### src/rtl/uart_tx_arbiter.sv
// uart_tx_arbiter
//   Shares one uart_tx between two byte-stream requesters (A = LiDAR command
//   path, B = IMU config path). Ownership is held for a whole packet, ties are
//   broken round-robin, and a requester that stalls mid-packet is released
//   after TIMEOUT_CYCLES idle LOAD cycles (0 disables the release).
//
//   state | meaning
//   IDLE  | no owner; arbitrate between pending requesters
//   LOAD  | owner's ready high; waiting for its next byte
//   START | one-cycle start pulse to uart_tx with the latched byte
//   BUSY  | waiting for uart_tx done
//
// Ports
//   clk_in, rst_in                  clock, async active-high reset
//   a_valid_i/a_data_i/a_last_i     requester A byte stream, a_ready_o handshake
//   b_valid_i/b_data_i/b_last_i     requester B byte stream, b_ready_o handshake
//   tx_data_o, tx_start_o           to uart_tx data_i / start_i
//   tx_done_i                       from uart_tx done_o
//   grant_o                         one-hot owner {B,A}, 00 when idle
//   busy_o                          high outside IDLE
//   timeout_o                       one-cycle pulse on forced release
module uart_tx_arbiter #(
    parameter int unsigned TIMEOUT_CYCLES = 1_000_000
) (
    input  logic       clk_in,
    input  logic       rst_in,
    input  logic       a_valid_i,
    input  logic [7:0] a_data_i,
    input  logic       a_last_i,
    output logic       a_ready_o,
    input  logic       b_valid_i,
    input  logic [7:0] b_data_i,
    input  logic       b_last_i,
    output logic       b_ready_o,
    output logic [7:0] tx_data_o,
    output logic       tx_start_o,
    input  logic       tx_done_i,
    output logic [1:0] grant_o,
    output logic       busy_o,
    output logic       timeout_o
);

    localparam int unsigned CNT_W = (TIMEOUT_CYCLES == 0) ? 1 : $clog2(TIMEOUT_CYCLES + 1);
    localparam logic [CNT_W-1:0] CNT_MAX = CNT_W'(TIMEOUT_CYCLES);

    typedef enum logic [1:0] {
        ST_IDLE,
        ST_LOAD,
        ST_START,
        ST_BUSY
    } state_t;

    state_t           state_q, state_d;
    logic [1:0]       grant_q, grant_d;
    logic             last_served_q, last_served_d;  // 1 = B was served last
    logic [7:0]       tx_data_q, tx_data_d;
    logic             last_q, last_d;
    logic [CNT_W-1:0] cnt_q, cnt_d;
    logic             timeout_q, timeout_d;

    logic             sel_valid;
    logic [7:0]       sel_data;
    logic             sel_last;
    logic [CNT_W-1:0] cnt_inc;

    assign sel_valid = (grant_q[0] & a_valid_i) | (grant_q[1] & b_valid_i);
    assign sel_data  = grant_q[1] ? b_data_i : a_data_i;
    assign sel_last  = grant_q[1] ? b_last_i : a_last_i;
    assign cnt_inc   = cnt_q + CNT_W'(1);

    always_comb begin
        state_d       = state_q;
        grant_d       = grant_q;
        last_served_d = last_served_q;
        tx_data_d     = tx_data_q;
        last_d        = last_q;
        cnt_d         = cnt_q;
        timeout_d     = 1'b0;

        case (state_q)
            ST_IDLE: begin
                cnt_d = '0;
                if (a_valid_i && b_valid_i) begin
                    grant_d = last_served_q ? 2'b01 : 2'b10;
                    state_d = ST_LOAD;
                end else if (a_valid_i) begin
                    grant_d = 2'b01;
                    state_d = ST_LOAD;
                end else if (b_valid_i) begin
                    grant_d = 2'b10;
                    state_d = ST_LOAD;
                end
            end
            ST_LOAD: begin
                // A byte arriving in the same cycle the idle count expires wins.
                if (sel_valid) begin
                    tx_data_d = sel_data;
                    last_d    = sel_last;
                    cnt_d     = '0;
                    state_d   = ST_START;
                end else if ((TIMEOUT_CYCLES != 0) && (cnt_inc == CNT_MAX)) begin
                    timeout_d     = 1'b1;
                    last_served_d = grant_q[1];
                    grant_d       = 2'b00;
                    cnt_d         = '0;
                    state_d       = ST_IDLE;
                end else begin
                    cnt_d = cnt_inc;
                end
            end
            ST_START: begin
                state_d = ST_BUSY;
            end
            ST_BUSY: begin
                if (tx_done_i) begin
                    cnt_d = '0;
                    if (last_q) begin
                        last_served_d = grant_q[1];
                        grant_d       = 2'b00;
                        state_d       = ST_IDLE;
                    end else begin
                        state_d = ST_LOAD;
                    end
                end
            end
            default: begin
                grant_d = 2'b00;
                state_d = ST_IDLE;
            end
        endcase
    end

    always_ff @(posedge clk_in or posedge rst_in) begin
        if (rst_in) begin
            state_q       <= ST_IDLE;
            grant_q       <= 2'b00;
            last_served_q <= 1'b1;
            tx_data_q     <= 8'h00;
            last_q        <= 1'b0;
            cnt_q         <= '0;
            timeout_q     <= 1'b0;
        end else begin
            state_q       <= state_d;
            grant_q       <= grant_d;
            last_served_q <= last_served_d;
            tx_data_q     <= tx_data_d;
            last_q        <= last_d;
            cnt_q         <= cnt_d;
            timeout_q     <= timeout_d;
        end
    end

    assign a_ready_o  = (state_q == ST_LOAD) & grant_q[0];
    assign b_ready_o  = (state_q == ST_LOAD) & grant_q[1];
    assign tx_data_o  = tx_data_q;
    assign tx_start_o = (state_q == ST_START);
    assign grant_o    = grant_q;
    assign busy_o     = (state_q != ST_IDLE);
    assign timeout_o  = timeout_q;

endmodule
### config.mk
export PLATFORM = sky130hd
export DESIGN_NAME = uart_tx_arbiter
export DESIGN_NICKNAME = d
export VERILOG_FILES = /design/src/rtl/uart_tx_arbiter.sv
export SDC_FILE = /design/constraint.sdc
export NUM_CORES = 1
export LEC_CHECK = 0
export ABC_AREA = 1
export CORE_ASPECT_RATIO = 1.75
export CORE_MARGIN = 2
export CORE_UTILIZATION = 48
export CTS_CLUSTER_SIZE = 8
export DETAILED_ROUTE_END_ITERATION = 12
export PLACE_DENSITY = 0.8
export SYNTH_ARGS = -nofsm -noshare
export SYNTH_HDL_FRONTEND = slang
export SYNTH_SLANG_ARGS = --single-unit
### constraint.sdc
create_clock -name clk_in -period 2 [get_ports clk_in]
set_clock_uncertainty 0.05 [all_clocks]
set_input_delay 0.3 -clock clk_in [delete_from_list [all_inputs] [get_ports clk_in]]
set_output_delay 0.3 -clock clk_in [all_outputs]
set_load 0.05 [all_outputs]
==> results of run 1 <==
[repair_timing]
action,in CTS,in global routing
pin swaps,0,9
endpoints found under the setup margin,6,15
resized for setup,0,27
buffers inserted,1,4
[registers in the layout, summed over array words and instances, names as in the netlist, named ones only]
| signal | cells |
|---|---|
| cnt_q | 20 |
| tx_data_o | 8 |
| grant_o | 2 |
| last_q | 1 |
| last_served_q | 1 |
| state_q | 1 |
| timeout_o | 1 |
[per-stage QoR]
step                total power, mW  TNS [ps]  utilization
finish                         3.46      -178        0.661
global route                   3.65     -2140        0.661
CTS                            3.39         0        0.637
detailed placement             2.85         0        0.616
global placement               2.83         0        0.616
floorplan                      2.16         0            -
[layer usage]
layer | routed length [µm] | up-vias | share of wire
li1 | - | 1104 | -
met1 | 2100 | 1046 | 0.35
met2 | 3340 | 80 | 0.55
met3 | 248 | 27 | 0.041
met4 | 369 | 0 | 0.061
met5 | 0 | - | 0
[final cells by class]
| type | instances | area share |
|---|---|---|
| multi-input cells | 229 | 0.424 |
| flip-flops and latches | 35 | 0.288 |
| repair buffers | 61 | 0.196 |
| inverters | 34 | 0.0417 |
| clock buffers | 5 | 0.0225 |
| well taps | 52 | 0.0213 |
| clock inverters | 3 | 0.00655 |
[cell families after synthesis]
family                     after synthesis
and+or+nand+nor                        182
adders and majority gates                2
AOI/OAI and AO/OA                       40
xor gates and xnor gates                 5
DFF                                     35
buffers and inverters                   43
[cells in the final DEF (no fill, tap or decap), drive strengths merged]
cell	n
nand2	98
nor2	43
dfrtp	34
inv	34
clkdlybuf4s50	32
nand3	29
buf	29
o21ai	21
a31oi	9
clkbuf	5
o22ai	5
xor2	5
nor3	4
nand4	4
or2	2
nand3b	2
o32ai	2
ha	2
clkinvlp	2
o21a	1
o211ai	1
a21oi	1
clkinv	1
dfstp	1
[worst paths after layout]
kind / start / end / slack (ps)
max: cnt_q[9]$_DFFE_PP0P_ / last_served_q$_DFFE_PP1P_ / -20
min: rst_in / cnt_q[12]$_DFFE_PP0P_ / 360
max reg2reg: cnt_q[9]$_DFFE_PP0P_ / last_served_q$_DFFE_PP1P_ / -20
min reg2reg: last_served_q$_DFFE_PP1P_ / last_served_q$_DFFE_PP1P_ / 420
max in group asynchronous: rst_in / cnt_q[2]$_DFFE_PP0P_ / 1190
min in group clk_in: last_served_q$_DFFE_PP1P_ / last_served_q$_DFFE_PP1P_ / 420
[worst max-delay path, delay by kind of cell, from the launching register on]
kind          cells  cell delay, ps
flops             1             430
simple gates     11            1270
xor+xnor          1             190
[power groups by stage]
stage / Sequential (mW) / Clock [mW] / Combinational [mW]
detailed placement: 1.01 / 0 / 1.85
finish: 1.01 / 0.538 / 1.92
global placement: 1.00 / 0 / 1.83
CTS: 0.996 / 0.548 / 1.85
global route: 1.03 / 0.575 / 2.05
floorplan: 1.31 / 0 / 0.846
[synth_stat cells (all sizes together)]
cell	number
a21oi	1
a31oi	9
buf	4
clkbuf	5
dfrtp	34
dfstp	1
ha	2
inv	34
nand2	98
nand3	29
nand3b	2
nand4	4
nor2	43
nor3	4
o211ai	1
o21a	1
o21ai	21
o22ai	5
o32ai	2
or2	2
xor2	5
==> impl_metrics.ini, run 1 <==
[status]
status = complete, but fails checks
violations = setup timing

[critical_path]
rr_worst_depth = 12
worstPathMaxFanout = 3
critPathMaxStageDelay_ps = 430
worstSetupPathType = flip-flop to flip-flop
crit_path_cell_trace = nand2_1 > nor2_1 > nand3_2 > xor2_2 > nor2_2 > nand2_2 > nor2_4 > nand3_1 > nand2_1 > nand2_1 > nand2_1 > nand2_1
required_ps = 2180
cp-start-kind = flip-flop
arrival_ps = 2200
critPathSlowestCell = dfrtp_1
crit_path_end_kind = flip-flop
crit_top_cell = nand2_1

[route]
route.detailed.wl_per_inst_um = 14.5
antenna_left = 0
drt_first_iter_violations = 46
via_count = 2257
drt-total-wl_mm = 6.06
viasPerCell = 5.39
drcViolationCount = 0
dr.pass1.iters = 4

[placed_design]
postPlaceCellArea_um2 = 2850
gp_congestion = 0.870
detailed_place_hpwl_mm = 4.51
pre_cts_ws_ps = 6.11
port_buffers = 37
dp.cells = 406

[global_routing]
use_met1 = 0.233
grt_pass1_wl_mm = 9.78
overflow = 0
busiest_layer = met2
gr-usage-met3 = 0.0393
grt_max_degree = 36
antenna_found_initial = 0
grt.total_usage = 0.239
grt_util_met2 = 0.442
grt_pass1_vias = 2239

[sta]
max_freq_mhz = 494
hold_viol_final = 0
worstMarginPinSlew_ps = 515
rsz0062_at_grt = yes
setup_slack_ps = -24.0
maxSlewViolCount = 0
final.min_clock_period_ps = 2020
finalCritPeriodShare = 1.01
slew_headroom = 0.656
setup-violations-final = 14
holdWs_ps = 363

[layout]
drive_gt1_frac = 0.270
fillers = 366
fin_nets = 391
fin_cells = 419
finalInstanceArea_um2 = 3060
regArea_um2 = 880
area_growth_pct = 34.1
diodes = 0
multi_input_comb_area_um2 = 1300

[logic_synthesis]
synth_top_family_by_area = simple AND/OR/NAND/NOR gates
muxShareOfSynthArea = 0
synthAdderAreaFrac = 0.0110
synth_seq_cells = 35
synth_seq_area_share = 0.385
synthesis.area_um2 = 2280
synthTopCellsByArea = dfrtp_1, nand2_1, nand3_1
synthSimpleGateAreaFrac = 0.373
synth_area_leader_cell = dfrtp_1
synth_nets = 332
synth_xor_area_frac = 0.0258
yosysWarnings = 0
synth_compound_area_frac = 0.128
postSynthAreaPerCell_um2 = 7.43
synth_top_area_frac = 0.373
syn_inst = 307
ys_types = 33

[clock_network]
clkTransAtPathRegs_ps = 80
clk_latency_ps = 300
clock_path_buffers = 2
clock-sinks = 35
postCtsHoldBufs = 0
clockRootBuffer = clkbuf_8
ctsHtreeMaxLevel = 2
cts-buffers-inserted = 5
cts_tree = yes

[pwr]
power.density_nw_per_um2 = 1130
vdd_drop_max_v = 0.000923
leakage_nw = 1.26
swShare = 0.463
clkPwrFrac = 0.155
p_switching_mw = 1.60
sequentialPowerShare = 0.290
pwr-share-comb = 0.554
p_int_mw = 1.86

[die]
die_h_um = 95.2
rows = 33
fp.dieW_um = 56.1
core-area_um2 = 4620
fp.dieArea_um2 = 5340
start_util = 0.493
io_pins = 38

[hold_path]
worst_hold_path_type = input pin to asynchronous set/reset pin

[run]
maxCapViolCount = 0
(Power assumes the default switching activity.)
==> run 2, diff against run 1 <==
--- a/config.mk
+++ b/config.mk
@@ -10,6 +10,7 @@
 export CORE_MARGIN = 2
-export CORE_UTILIZATION = 48
+export CORE_UTILIZATION = 57
 export CTS_CLUSTER_SIZE = 8
 export DETAILED_ROUTE_END_ITERATION = 12
-export PLACE_DENSITY = 0.8
+export DONT_BUFFER_PORTS = 1
+export PLACE_DENSITY = 0.79
 export SYNTH_ARGS = -nofsm -noshare
--- a/constraint.sdc
+++ b/constraint.sdc
@@ -4,2 +4,2 @@
 set_output_delay 0.3 -clock clk_in [all_outputs]
-set_load 0.05 [all_outputs]
+set_load 0.01 [all_outputs]
==> impl_metrics.ini, run 2 (synthesized netlist as in run 1, its figures left out) <==
[status]
status = complete, but fails checks
violations = setup timing

[layout]
area_growth_pct = 27.2
multi_input_comb_area_um2 = 1390
fin_cells = 389
layout_commonest_cell = nand2_1
largest_reg_flops = 20
fin_nets = 365
regArea_um2 = 882
largest-register = cnt_q
final_cell_mix = nand2_1, dfrtp_1, inv_1
fillers = 251
diodes = 0
drive_gt1_frac = 0.352

[die]
fp.dieArea_um2 = 4540
fp.dieW_um = 51.8
core-area_um2 = 3870
die_h_um = 87.7
start_util = 0.590
rows = 30
io_pins = 38

[clock_network]
cts_tree = yes
clkTransAtPathRegs_ps = 90
cts-buffers-inserted = 5
clock_path_buffers = 2
clock-sinks = 35
clockRootBuffer = clkbuf_8
ctsHtreeMaxLevel = 2
clk_latency_ps = 300

[placed_design]
pre_cts_ws_ps = -49.6
gp_congestion = 0.927
detailed_place_hpwl_mm = 4.14
port_buffers = 0
dp.cells = 360

[global_routing]
overflow = 0
grt.total_usage = 0.276
grt_pass1_vias = 2137
grt_max_degree = 26
antenna_found_initial = 0
grt_pass1_wl_mm = 9.30

[pwr]
p_int_mw = 1.85
clkPwrFrac = 0.211
sequentialPowerShare = 0.346
swShare = 0.415
leakage_nw = 1.19
p_total_mw = 3.16
pwr-share-comb = 0.443
p_switching_mw = 1.31
vdd_drop_max_v = 0.000900
power.density_nw_per_um2 = 1090

[critical_path]
critPathTopFamily = simple AND/OR/NAND/NOR gates
rrSetupSlack_ps = -220
timing.critical_path.buf_inv = 3
path_depth = 13
worstSetupPathType = flip-flop to flip-flop
crit_path_end = cnt_q[14]$_DFFE_PP0P_
rr_worst_depth = 13
reg2reg_to = cnt_q[14]$_DFFE_PP0P_
required_ps = 2140
cp-start-kind = flip-flop
crit_path_cell_trace = buf_6 > inv_4 > nor2_4 > nand3b_1 > o21ai_2 > nand2_1 > nor2_1 > nand2_2 > nor2_4 > nand2_2 > nand3_4 > clkbuf_16 > o21ai_2
startpoint = cnt_q[0]$_DFFE_PP0P_
crit_path_end_kind = flip-flop
critPathMaxStageDelay_ps = 470
worstPathMaxFanout = 5
critPathSlowestCell = dfrtp_2
arrival_ps = 2360
r2r_start = cnt_q[0]$_DFFE_PP0P_

[route]
viasPerCell = 6.04
drt_first_iter_violations = 120
drt-total-wl_mm = 6.91
route.detailed.wl_per_inst_um = 17.8
via_count = 2348
antenna_left = 0
drcViolationCount = 0
dr.pass1.iters = 5

[sta]
hold_viol_final = 0
maxSlewViolCount = 0
slew_headroom = 0.662
finalCritPeriodShare = 1.11
holdWs_ps = 93.9
final.min_clock_period_ps = 2220
worstMarginPinSlew_ps = 506
rsz0062_at_grt = yes
setup_slack_ps = -223
setup-violations-final = 14
max_freq_mhz = 450

[hold_path]
hp-start = a_data_i[5]
worst_hold_path_type = input pin to flip-flop

[run]
maxCapViolCount = 0
[run 2: what timing repair did]
item | 4_1_cts | 5_1_grt
resized for setup | 8 | 41
pin swaps | 3 | 28
hold buffers | 1 | 0
endpoints found under the hold margin | 11 | 0
endpoints found under the setup margin | 14 | 15
setup buffers | 4 | 15
cloned | 0 | 1
[run 2: worst min path at each step]
| stage | to | slack (ps) | cells after the start |
|---|---|---|---|
| floorplan | last_served_q$_DFFE_PP1P_ | 390 | 2 |
| global placement | timeout_o$_DFF_PP0_ | 200 | 1 |
| detailed placement | cnt_q[15]$_DFFE_PP0P_ | 200 | 1 |
| CTS | tx_data_o[3]$_DFFE_PP0P_ | 100 | 2 |
| global route | tx_data_o[5]$_DFFE_PP0P_ | 100 | 2 |
| finish | tx_data_o[5]$_DFFE_PP0P_ | 90 | 2 |
[run 2: final cells by class]
class | instances | share of cell area
Sequential cell | 35 | 0.304
Multi-Input combinational cell | 229 | 0.480
Timing Repair Buffer | 35 | 0.111
Inverter | 34 | 0.0449
Tap cell | 48 | 0.0207
Clock buffer | 5 | 0.0237
Clock inverter | 3 | 0.0151
[run 2: layer usage]
metal / vias to the layer above / GRT usage / wire (µm)
met3: 38 / 0.0478 / 405
met5: - / 0 / 0
met4: 0 / 0.196 / 439
li1: 1054 / - / -
met2: 142 / 0.490 / 3720
met1: 1114 / 0.285 / 2340
[run 2: through the flow]
| stage | TNS, ps | cell area [µm²] | utilization |
|---|---|---|---|
| final | -2810 | 2900 | 0.750 |
| after global routing | -4350 | 2900 | 0.750 |
| after CTS | -61.0 | 2600 | 0.672 |
| after detailed placement | -360 | 2420 | 0.627 |
| after global placement | 0 | 2420 | 0.627 |
| after floorplan | 0 | 2280 | - |
[run 2: power groups by stage]
stage               Sequential [mW]  Combinational, mW  Clock, mW
global route                   1.11               1.51      0.690
floorplan                      1.04              0.750          0
global placement               1.07               1.02          0
finish                         1.09               1.40      0.667
CTS                            1.07               1.07      0.664
detailed placement             1.07               1.04          0
[run 2: worst reg2reg max path, cell delays in order, from the launching register on]
cell       delay (ps)
dfrtp_2           470
buf_6             140
inv_4              40
nor2_4            150
nand3b_1          140
o21ai_2           190
nand2_1           110
nor2_1            180
nand2_2            90
nor2_4            140
nand2_2           100
nand3_4           110
clkbuf_16         160
o21ai_2            60
